### src/rtl/rej_poly_writer_if.sv
// rej_poly_writer_if
//   Bundles the control, sampler-beat and memory-write signals of
//   rej_poly_writer. clk and rst stay as plain module ports.
//   Modports:
//     master : the sampler/controller side; drives zeroize, start_i,
//              dest_base_addr_i, data_valid_i and data_i, and observes the
//              memory write port and the status flags.
//     slave  : the writer itself; receives the inputs above and drives
//              mem_we_o, mem_addr_o, mem_wdata_o, busy_o, stop_o, done_o
//              and error_o.
interface rej_poly_writer_if #(
  parameter int MEM_ADDR_W   = 15,
  parameter int COEFF_PER_WR = 4,
  parameter int COEFF_W      = 24
);
  logic                              zeroize;
  logic                              start_i;
  logic [MEM_ADDR_W-1:0]             dest_base_addr_i;
  logic                              data_valid_i;
  logic [COEFF_PER_WR*COEFF_W-1:0]   data_i;

  logic                              mem_we_o;
  logic [MEM_ADDR_W-1:0]             mem_addr_o;
  logic [COEFF_PER_WR*COEFF_W-1:0]   mem_wdata_o;
  logic                              busy_o;
  logic                              stop_o;
  logic                              done_o;
  logic                              error_o;

  modport master (
    output zeroize, start_i, dest_base_addr_i, data_valid_i, data_i,
    input  mem_we_o, mem_addr_o, mem_wdata_o, busy_o, stop_o, done_o, error_o
  );

  modport slave (
    input  zeroize, start_i, dest_base_addr_i, data_valid_i, data_i,
    output mem_we_o, mem_addr_o, mem_wdata_o, busy_o, stop_o, done_o, error_o
  );
endinterface

### src/rtl/rej_poly_writer.sv
// rej_poly_writer
//   Packs accepted coefficient beats from the rejection sampler into memory
//   words and writes one full polynomial starting at a latched base address.
//   Flags done on the final write, asks upstream to stop, and keeps a sticky
//   out-of-range error.
//   Ports:
//     clk  - clock
//     rst  - asynchronous active-high reset
//     bus  - rej_poly_writer_if.slave: control (zeroize, start_i,
//            dest_base_addr_i), sampler beat (data_valid_i, data_i),
//            memory write (mem_we_o, mem_addr_o, mem_wdata_o) and status
//            (busy_o, stop_o, done_o, error_o).
module rej_poly_writer #(
  parameter int NUM_COEFF    = 256,
  parameter int COEFF_PER_WR = 4,
  parameter int COEFF_W      = 24,
  parameter int REJ_VALUE    = 8380417,
  parameter int MEM_ADDR_W   = 15,
  parameter int WR_CNT_W     = $clog2(NUM_COEFF / COEFF_PER_WR)
) (
  input  logic             clk,
  input  logic             rst,
  rej_poly_writer_if.slave bus
);

  localparam logic [WR_CNT_W-1:0] LAST_CNT  = WR_CNT_W'(NUM_COEFF / COEFF_PER_WR - 1);
  localparam logic [COEFF_W-1:0]  REJ_LIMIT = COEFF_W'(REJ_VALUE);

  typedef enum logic [1:0] {
    IDLE   = 2'd0,
    ACTIVE = 2'd1,
    DONE   = 2'd2
  } state_t;

  state_t                            state_reg, state_next;
  logic [WR_CNT_W-1:0]               cnt_reg;
  logic [MEM_ADDR_W-1:0]             base_reg;
  logic                              we_reg;
  logic [MEM_ADDR_W-1:0]             addr_reg;
  logic [COEFF_PER_WR*COEFF_W-1:0]   wdata_reg;
  logic                              error_reg;

  logic                              accept;
  logic                              last_beat;
  logic                              busy_next;
  logic                              stop_next;
  logic                              done_next;
  logic [COEFF_PER_WR-1:0]           lane_bad;

  // Per-lane range check of the incoming beat.
  generate
    for (genvar gi = 0; gi < COEFF_PER_WR; gi++) begin : g_lane_chk
      assign lane_bad[gi] = (bus.data_i[gi*COEFF_W +: COEFF_W] >= REJ_LIMIT);
    end
  endgenerate

  // Beats are only taken while ACTIVE; IDLE and DONE silently drop them.
  assign accept    = (state_reg == ACTIVE) && bus.data_valid_i;
  assign last_beat = accept && (cnt_reg == LAST_CNT);

  always_ff @(posedge clk or posedge rst) begin
    if (rst) begin
      state_reg <= IDLE;
    end else if (bus.zeroize) begin
      state_reg <= IDLE;
    end else begin
      state_reg <= state_next;
    end
  end

  always_comb begin
    state_next = state_reg;
    busy_next  = 1'b0;
    stop_next  = 1'b0;
    done_next  = 1'b0;
    case (state_reg)
      IDLE: begin
        if (bus.start_i) state_next = ACTIVE;
      end
      ACTIVE: begin
        busy_next = 1'b1;
        // Combinational stop on the final beat so upstream halts at once.
        if (last_beat) begin
          stop_next  = 1'b1;
          state_next = DONE;
        end
      end
      DONE: begin
        // The final write lands in this cycle, so done coincides with it.
        stop_next  = 1'b1;
        done_next  = 1'b1;
        state_next = IDLE;
      end
      default: state_next = IDLE;
    endcase
  end

  always_ff @(posedge clk or posedge rst) begin
    if (rst) begin
      cnt_reg   <= '0;
      base_reg  <= '0;
      we_reg    <= 1'b0;
      addr_reg  <= '0;
      wdata_reg <= '0;
      error_reg <= 1'b0;
    end else if (bus.zeroize) begin
      cnt_reg   <= '0;
      base_reg  <= '0;
      we_reg    <= 1'b0;
      addr_reg  <= '0;
      wdata_reg <= '0;
      error_reg <= 1'b0;
    end else begin
      we_reg <= accept;
      if ((state_reg == IDLE) && bus.start_i) begin
        base_reg  <= bus.dest_base_addr_i;
        cnt_reg   <= '0;
        error_reg <= 1'b0;
      end
      if (accept) begin
        // Address wraps modulo 2^MEM_ADDR_W by plain truncation.
        addr_reg  <= base_reg + MEM_ADDR_W'(cnt_reg);
        wdata_reg <= bus.data_i;
        cnt_reg   <= last_beat ? '0 : cnt_reg + 1'b1;
        // The bad word is still written; only the flag records it.
        if (|lane_bad) error_reg <= 1'b1;
      end
    end
  end

  assign bus.mem_we_o    = we_reg;
  assign bus.mem_addr_o  = addr_reg;
  assign bus.mem_wdata_o = wdata_reg;
  assign bus.busy_o      = busy_next;
  assign bus.stop_o      = stop_next;
  assign bus.done_o      = done_next;
  assign bus.error_o     = error_reg;

endmodule

### src/flat_wrapper.sv
// flat-port wrapper written by rule: the top's interface ports become plain ports
module rej_poly_writer_flat 
#(
  parameter int NUM_COEFF    = 256,
  parameter int COEFF_PER_WR = 4,
  parameter int COEFF_W      = 24,
  parameter int REJ_VALUE    = 8380417,
  parameter int MEM_ADDR_W   = 15,
  parameter int WR_CNT_W     = $clog2(NUM_COEFF / COEFF_PER_WR)
)
  (clk, rst, bus_zeroize, bus_start_i, bus_dest_base_addr_i, bus_data_valid_i, bus_data_i, bus_mem_we_o, bus_mem_addr_o, bus_mem_wdata_o, bus_busy_o, bus_stop_o, bus_done_o, bus_error_o);
  rej_poly_writer_if #(.MEM_ADDR_W(MEM_ADDR_W), .COEFF_PER_WR(COEFF_PER_WR), .COEFF_W(COEFF_W)) bus_i ();
  input  logic clk;
  input  logic rst;
  input wire logic [$bits(bus_i.zeroize)-1:0] bus_zeroize;
  input wire logic [$bits(bus_i.start_i)-1:0] bus_start_i;
  input wire logic [$bits(bus_i.dest_base_addr_i)-1:0] bus_dest_base_addr_i;
  input wire logic [$bits(bus_i.data_valid_i)-1:0] bus_data_valid_i;
  input wire logic [$bits(bus_i.data_i)-1:0] bus_data_i;
  output wire logic [$bits(bus_i.mem_we_o)-1:0] bus_mem_we_o;
  output wire logic [$bits(bus_i.mem_addr_o)-1:0] bus_mem_addr_o;
  output wire logic [$bits(bus_i.mem_wdata_o)-1:0] bus_mem_wdata_o;
  output wire logic [$bits(bus_i.busy_o)-1:0] bus_busy_o;
  output wire logic [$bits(bus_i.stop_o)-1:0] bus_stop_o;
  output wire logic [$bits(bus_i.done_o)-1:0] bus_done_o;
  output wire logic [$bits(bus_i.error_o)-1:0] bus_error_o;
  assign bus_i.zeroize = bus_zeroize;
  assign bus_i.start_i = bus_start_i;
  assign bus_i.dest_base_addr_i = bus_dest_base_addr_i;
  assign bus_i.data_valid_i = bus_data_valid_i;
  assign bus_i.data_i = bus_data_i;
  assign bus_mem_we_o = bus_i.mem_we_o;
  assign bus_mem_addr_o = bus_i.mem_addr_o;
  assign bus_mem_wdata_o = bus_i.mem_wdata_o;
  assign bus_busy_o = bus_i.busy_o;
  assign bus_stop_o = bus_i.stop_o;
  assign bus_done_o = bus_i.done_o;
  assign bus_error_o = bus_i.error_o;
  rej_poly_writer #(.NUM_COEFF(NUM_COEFF), .COEFF_PER_WR(COEFF_PER_WR), .COEFF_W(COEFF_W), .REJ_VALUE(REJ_VALUE), .MEM_ADDR_W(MEM_ADDR_W), .WR_CNT_W(WR_CNT_W)) u_core (.clk(clk), .rst(rst), .bus(bus_i));
endmodule
### config.mk
export PLATFORM = sky130hd
export DESIGN_NAME = rej_poly_writer_flat
export DESIGN_NICKNAME = d
export VERILOG_FILES = /design/src/rtl/rej_poly_writer_if.sv /design/src/rtl/rej_poly_writer.sv /design/src/flat_wrapper.sv
export SDC_FILE = /design/constraint.sdc
export NUM_CORES = 1
export LEC_CHECK = 0
export ABC_AREA = 1
export CORE_ASPECT_RATIO = 0.5
export CORE_MARGIN = 3
export CORE_UTILIZATION = 47
export CTS_CLUSTER_SIZE = 25
export DETAILED_ROUTE_END_ITERATION = 8
export GPL_TIMING_DRIVEN = 0
export PLACE_DENSITY = 0.95
export SYNTH_ARGS = -nofsm -noshare
export SYNTH_HDL_FRONTEND = slang
export SYNTH_SLANG_ARGS = --single-unit
### constraint.sdc
create_clock -name clk -period 7.9 [get_ports clk]
set_input_delay 1.185 -clock clk [delete_from_list [all_inputs] [get_ports clk]]
set_output_delay 1.185 -clock clk [all_outputs]
set_load 0.02 [all_outputs]
==> reports/metrics.csv <==
stage;metric;value;unit
clock_network;cts.sink_count;136;
finish;syn2layout_area_growth;53.6;%
timing;setup-tns-final;0;ps
synth;netlist_area;5950;µm²
setup_path;critPathLaunchType;primary input;
power_and_ir_drop;internal_power;1.61;mW
outcome;status;completed;
synth;ys_seq_elements;136;
flow_run;drv_cap;0;
timing;max_freq;257;MHz
setup_path;r2r_cells;9;
synth;synth-edff-count;0;
setup_path;crit_path_max_incr_delay;630;ps
clock_network;cts.path.max_buffers;2;
hold_path;whs_endpoint;u_core.bus.mem_addr_o[13];
synth;netlist_instances;630;
floorplanning;rows;28;
synth;synth_cell_types;29;
place;routabilityCongestion;0.918;
finish;drive_gt1_frac;0.0660;
grt;grt_first_pass_wirelength;29400;µm
detailed_routing;vias;5644;
hold_path;hold_class;reg2reg;
setup_path;end_kind;output pin;
setup_path;cp.required;6710;ps
setup_path;r2r_start;u_core.state_reg[1];
hold_path;whs_path_depth;2;
synth;synth-main-ff-cell;dfrtp_1;
timing;finalHoldViolCount;0;
detailed_routing;drt-initial-drc-count;410;
floorplanning;ioPinCount;232;
clock_network;cts_buffers;17;
place;place_area;8500;µm²
finish;final_area;9140;µm²
place;port_buffers;231;
clock_network;cts_setup_buffers;0;
detailed_routing;drcViolationCount;0;
grt;antenna_found_initial;0;
power_and_ir_drop;power.leakage;4.35;nW
place;place_hpwl;13800;µm
finish;antenna_cells;0;
power_and_ir_drop;ir_worst_vdd;149;µV
floorplanning;start_util;0.492;
clock_network;cts_hold_buffers;0;
setup_path;path_max_fanout;3;
synth;postSynthAreaPerCell;9.44;µm²
finish;fillers;788;
synth;seq_area_frac_synth;0.572;
floorplanning;dieHeight;85.6;µm
synth;async_reset_ff_frac;1.00;
finish;ff_latch_area;3400;µm²
setup_path;worstPathArrival;2710;ps
timing;setup_violations;0;
detailed_routing;drt-pass1-iter-count;6;
finish;nets;1009;
hold_path;min_from;u_core.bus.mem_addr_o[13];
floorplanning;die_area;14100;µm²
timing;relSlewSlack;0.672;
timing;finalCriticalPeriod;3900;ps
detailed_routing;drtAntennaViolNets;0;
clock_network;cts_tree;done;
finish;multi_input_area;2190;µm²
grt;grt_max_degree;86;
detailed_routing;wl;18700;µm
detailed_routing;routedWlPerCell;17.6;µm
finish;largest_register_ffs;96;
setup_path;r2r_slack;5920;ps
power_and_ir_drop;p_clk_frac;0.374;
floorplanning;core;12100;µm²
timing;tightest_slew;492;ps
grt;gr-total-overflow;0;
clock_network;clk_pin_slew_worst_paths;60;ps
power_and_ir_drop;p_switching;0.683;mW
timing;rsz0062_at_grt;false;
timing;finalClockSkew;6.44;ps
grt;track_usage;0.264;
detailed_routing;vias_per_cell;5.33;
floorplanning;die_w;165;µm
clock_network;root_buffer;clkbuf_16;
clock_network;h-tree-depth;4;
clock_network;clk_latency;410;ps
power_and_ir_drop;p_comb_frac;0.256;
power_and_ir_drop;p_seq_frac;0.370;
power_and_ir_drop;cellPowerDensity;251;nW/µm²
timing;min_period_over_period;0.493;
clock_network;cts_resized;0;
power_and_ir_drop;power;2.29;mW
power_and_ir_drop;p_sw_frac;0.298;
synth;syn_nets;758;
setup_path;slowest_stage;clkdlybuf4s50_1;
grt;first_global_vias;5874;
setup_path;crit_path_cell_trace;clkdlybuf4s50_1, nand2_1, inv_2, nand2_1, a21boi_0, clkdlybuf4s50_1;
timing;slew_violations;0;
setup_path;crit_type;in2out;
setup_path;timing.rr.end;u_core.bus.mem_wdata_o[12];
synth;yosys_warnings;0;
-- worst max-delay path by stage --
stage                     startpoint                         end  slack (ps)  cells after the start
finish              bus_data_valid_i                  bus_stop_o        4000                      6
global route        bus_data_valid_i                  bus_stop_o        3870                      6
CTS                 bus_data_valid_i                  bus_stop_o        4000                      6
detailed placement  bus_data_valid_i                  bus_stop_o        4030                      6
global placement                 rst  u_core.bus.mem_wdata_o[44]        1410                      2
floorplan                        rst          u_core.base_reg[0]        3080                      1
-- per-stage QoR --
stage                     instances  hold WS (ps)  utilization  setup WS (ps)
after floorplan                 630           448            -           3080
after global placement         1026           465        0.701           1410
after detailed placement       1027           469        0.703           4030
after CTS                      1059           485        0.756           4000
after global routing           1059           499        0.756           3870
final                          1059           481        0.756           4000
-- placed cells by master (no fill, tap or decap), types with 2 or more instances in the layout --
cell type | synthesis | final
xnor2_1 | 2 | 2
o21ai_1 | 2 | 2
bufinv_16 | 0 | 4
buf_2 | 17 | 17
a22o_1 | 70 | 70
nor3_1 | 4 | 4
inv_2 | 5 | 5
nand2_1 | 154 | 154
nand3_1 | 42 | 42
clkbuf_8 | 0 | 3
clkdlybuf4s50_1 | 0 | 231
nor2_1 | 47 | 47
clkinv_4 | 0 | 2
nand4_1 | 5 | 5
nor2_2 | 2 | 2
dfrtp_1 | 136 | 136
clkinvlp_4 | 0 | 3
inv_1 | 57 | 56
o21ai_0 | 47 | 47
clkbuf_16 | 0 | 17
clkinv_2 | 0 | 2
a21oi_1 | 9 | 9
ha_1 | 11 | 11
clkbuf_1 | 8 | 9
-- worst max-delay path, delay by kind of cell --
kind                   cells  cell delay [ps]
AO/OA/AOI/OAI              1              190
AND/OR/NAND/NOR            2              160
buffers and inverters      3             1180
-- logic make-up (layout without fill, tap and decap cells) --
family / after synthesis / count (layout) / share of synthesized area
buffers and inverters: 88 / 352 / 0.0604
AOI/OAI and AO/OA: 135 / 135 / 0.161
xor gates and xnor gates: 3 / 3 / 0.00442
DFF: 136 / 136 / 0.572
and+or+nand+nor: 256 / 256 / 0.176
adders and majority gates: 12 / 12 / 0.0265
-- power groups by stage --
| stage | sequential, mW | clock (mW) | combinational, mW |
|---|---|---|---|
| floorplan | 0.938 | 0 | 0.202 |
| global placement | 0.852 | 0 | 0.565 |
| detailed placement | 0.858 | 0 | 0.584 |
| CTS | 0.847 | 0.860 | 0.589 |
| global route | 0.858 | 0.897 | 0.630 |
| finish | 0.848 | 0.856 | 0.587 |
-- synth_stat cells (2+ instances only) --
| cell type | n | area [µm²] |
|---|---|---|
| a22o_1 | 70 | 613 |
| nand2_1 | 154 | 578 |
| nor3_1 | 4 | 20.0 |
| clkbuf_1 | 8 | 30.0 |
| inv_1 | 57 | 214 |
| dfrtp_1 | 136 | 3400 |
| inv_2 | 5 | 18.8 |
| buf_2 | 17 | 85.1 |
| nor2_2 | 2 | 12.5 |
| a21oi_1 | 9 | 45.0 |
| o21ai_1 | 2 | 10.0 |
| ha_1 | 11 | 138 |
| xnor2_1 | 2 | 17.5 |
| nor2_1 | 47 | 176 |
| o21ai_0 | 47 | 235 |
| nand4_1 | 5 | 31.3 |
| nand3_1 | 42 | 210 |
-- layout make-up --
cell class              instances  area share
clock inverters                11      0.0186
inverters                      62      0.0260
multi-input cells             406       0.239
repair buffers                232       0.256
flip-flops and latches        136       0.372
plain buffers                  26      0.0138
clock buffers                  21      0.0515
well taps                     165      0.0226
-- metal layers --
layer	wire length, µm	up-vias	track usage
li1	-	2631	-
met1	7570	2732	0.323
met2	9520	228	0.472
met3	981	53	0.0425
met4	591	0	0.105
met5	0	-	0
Note: power is estimated with default switching activity, not from simulation.
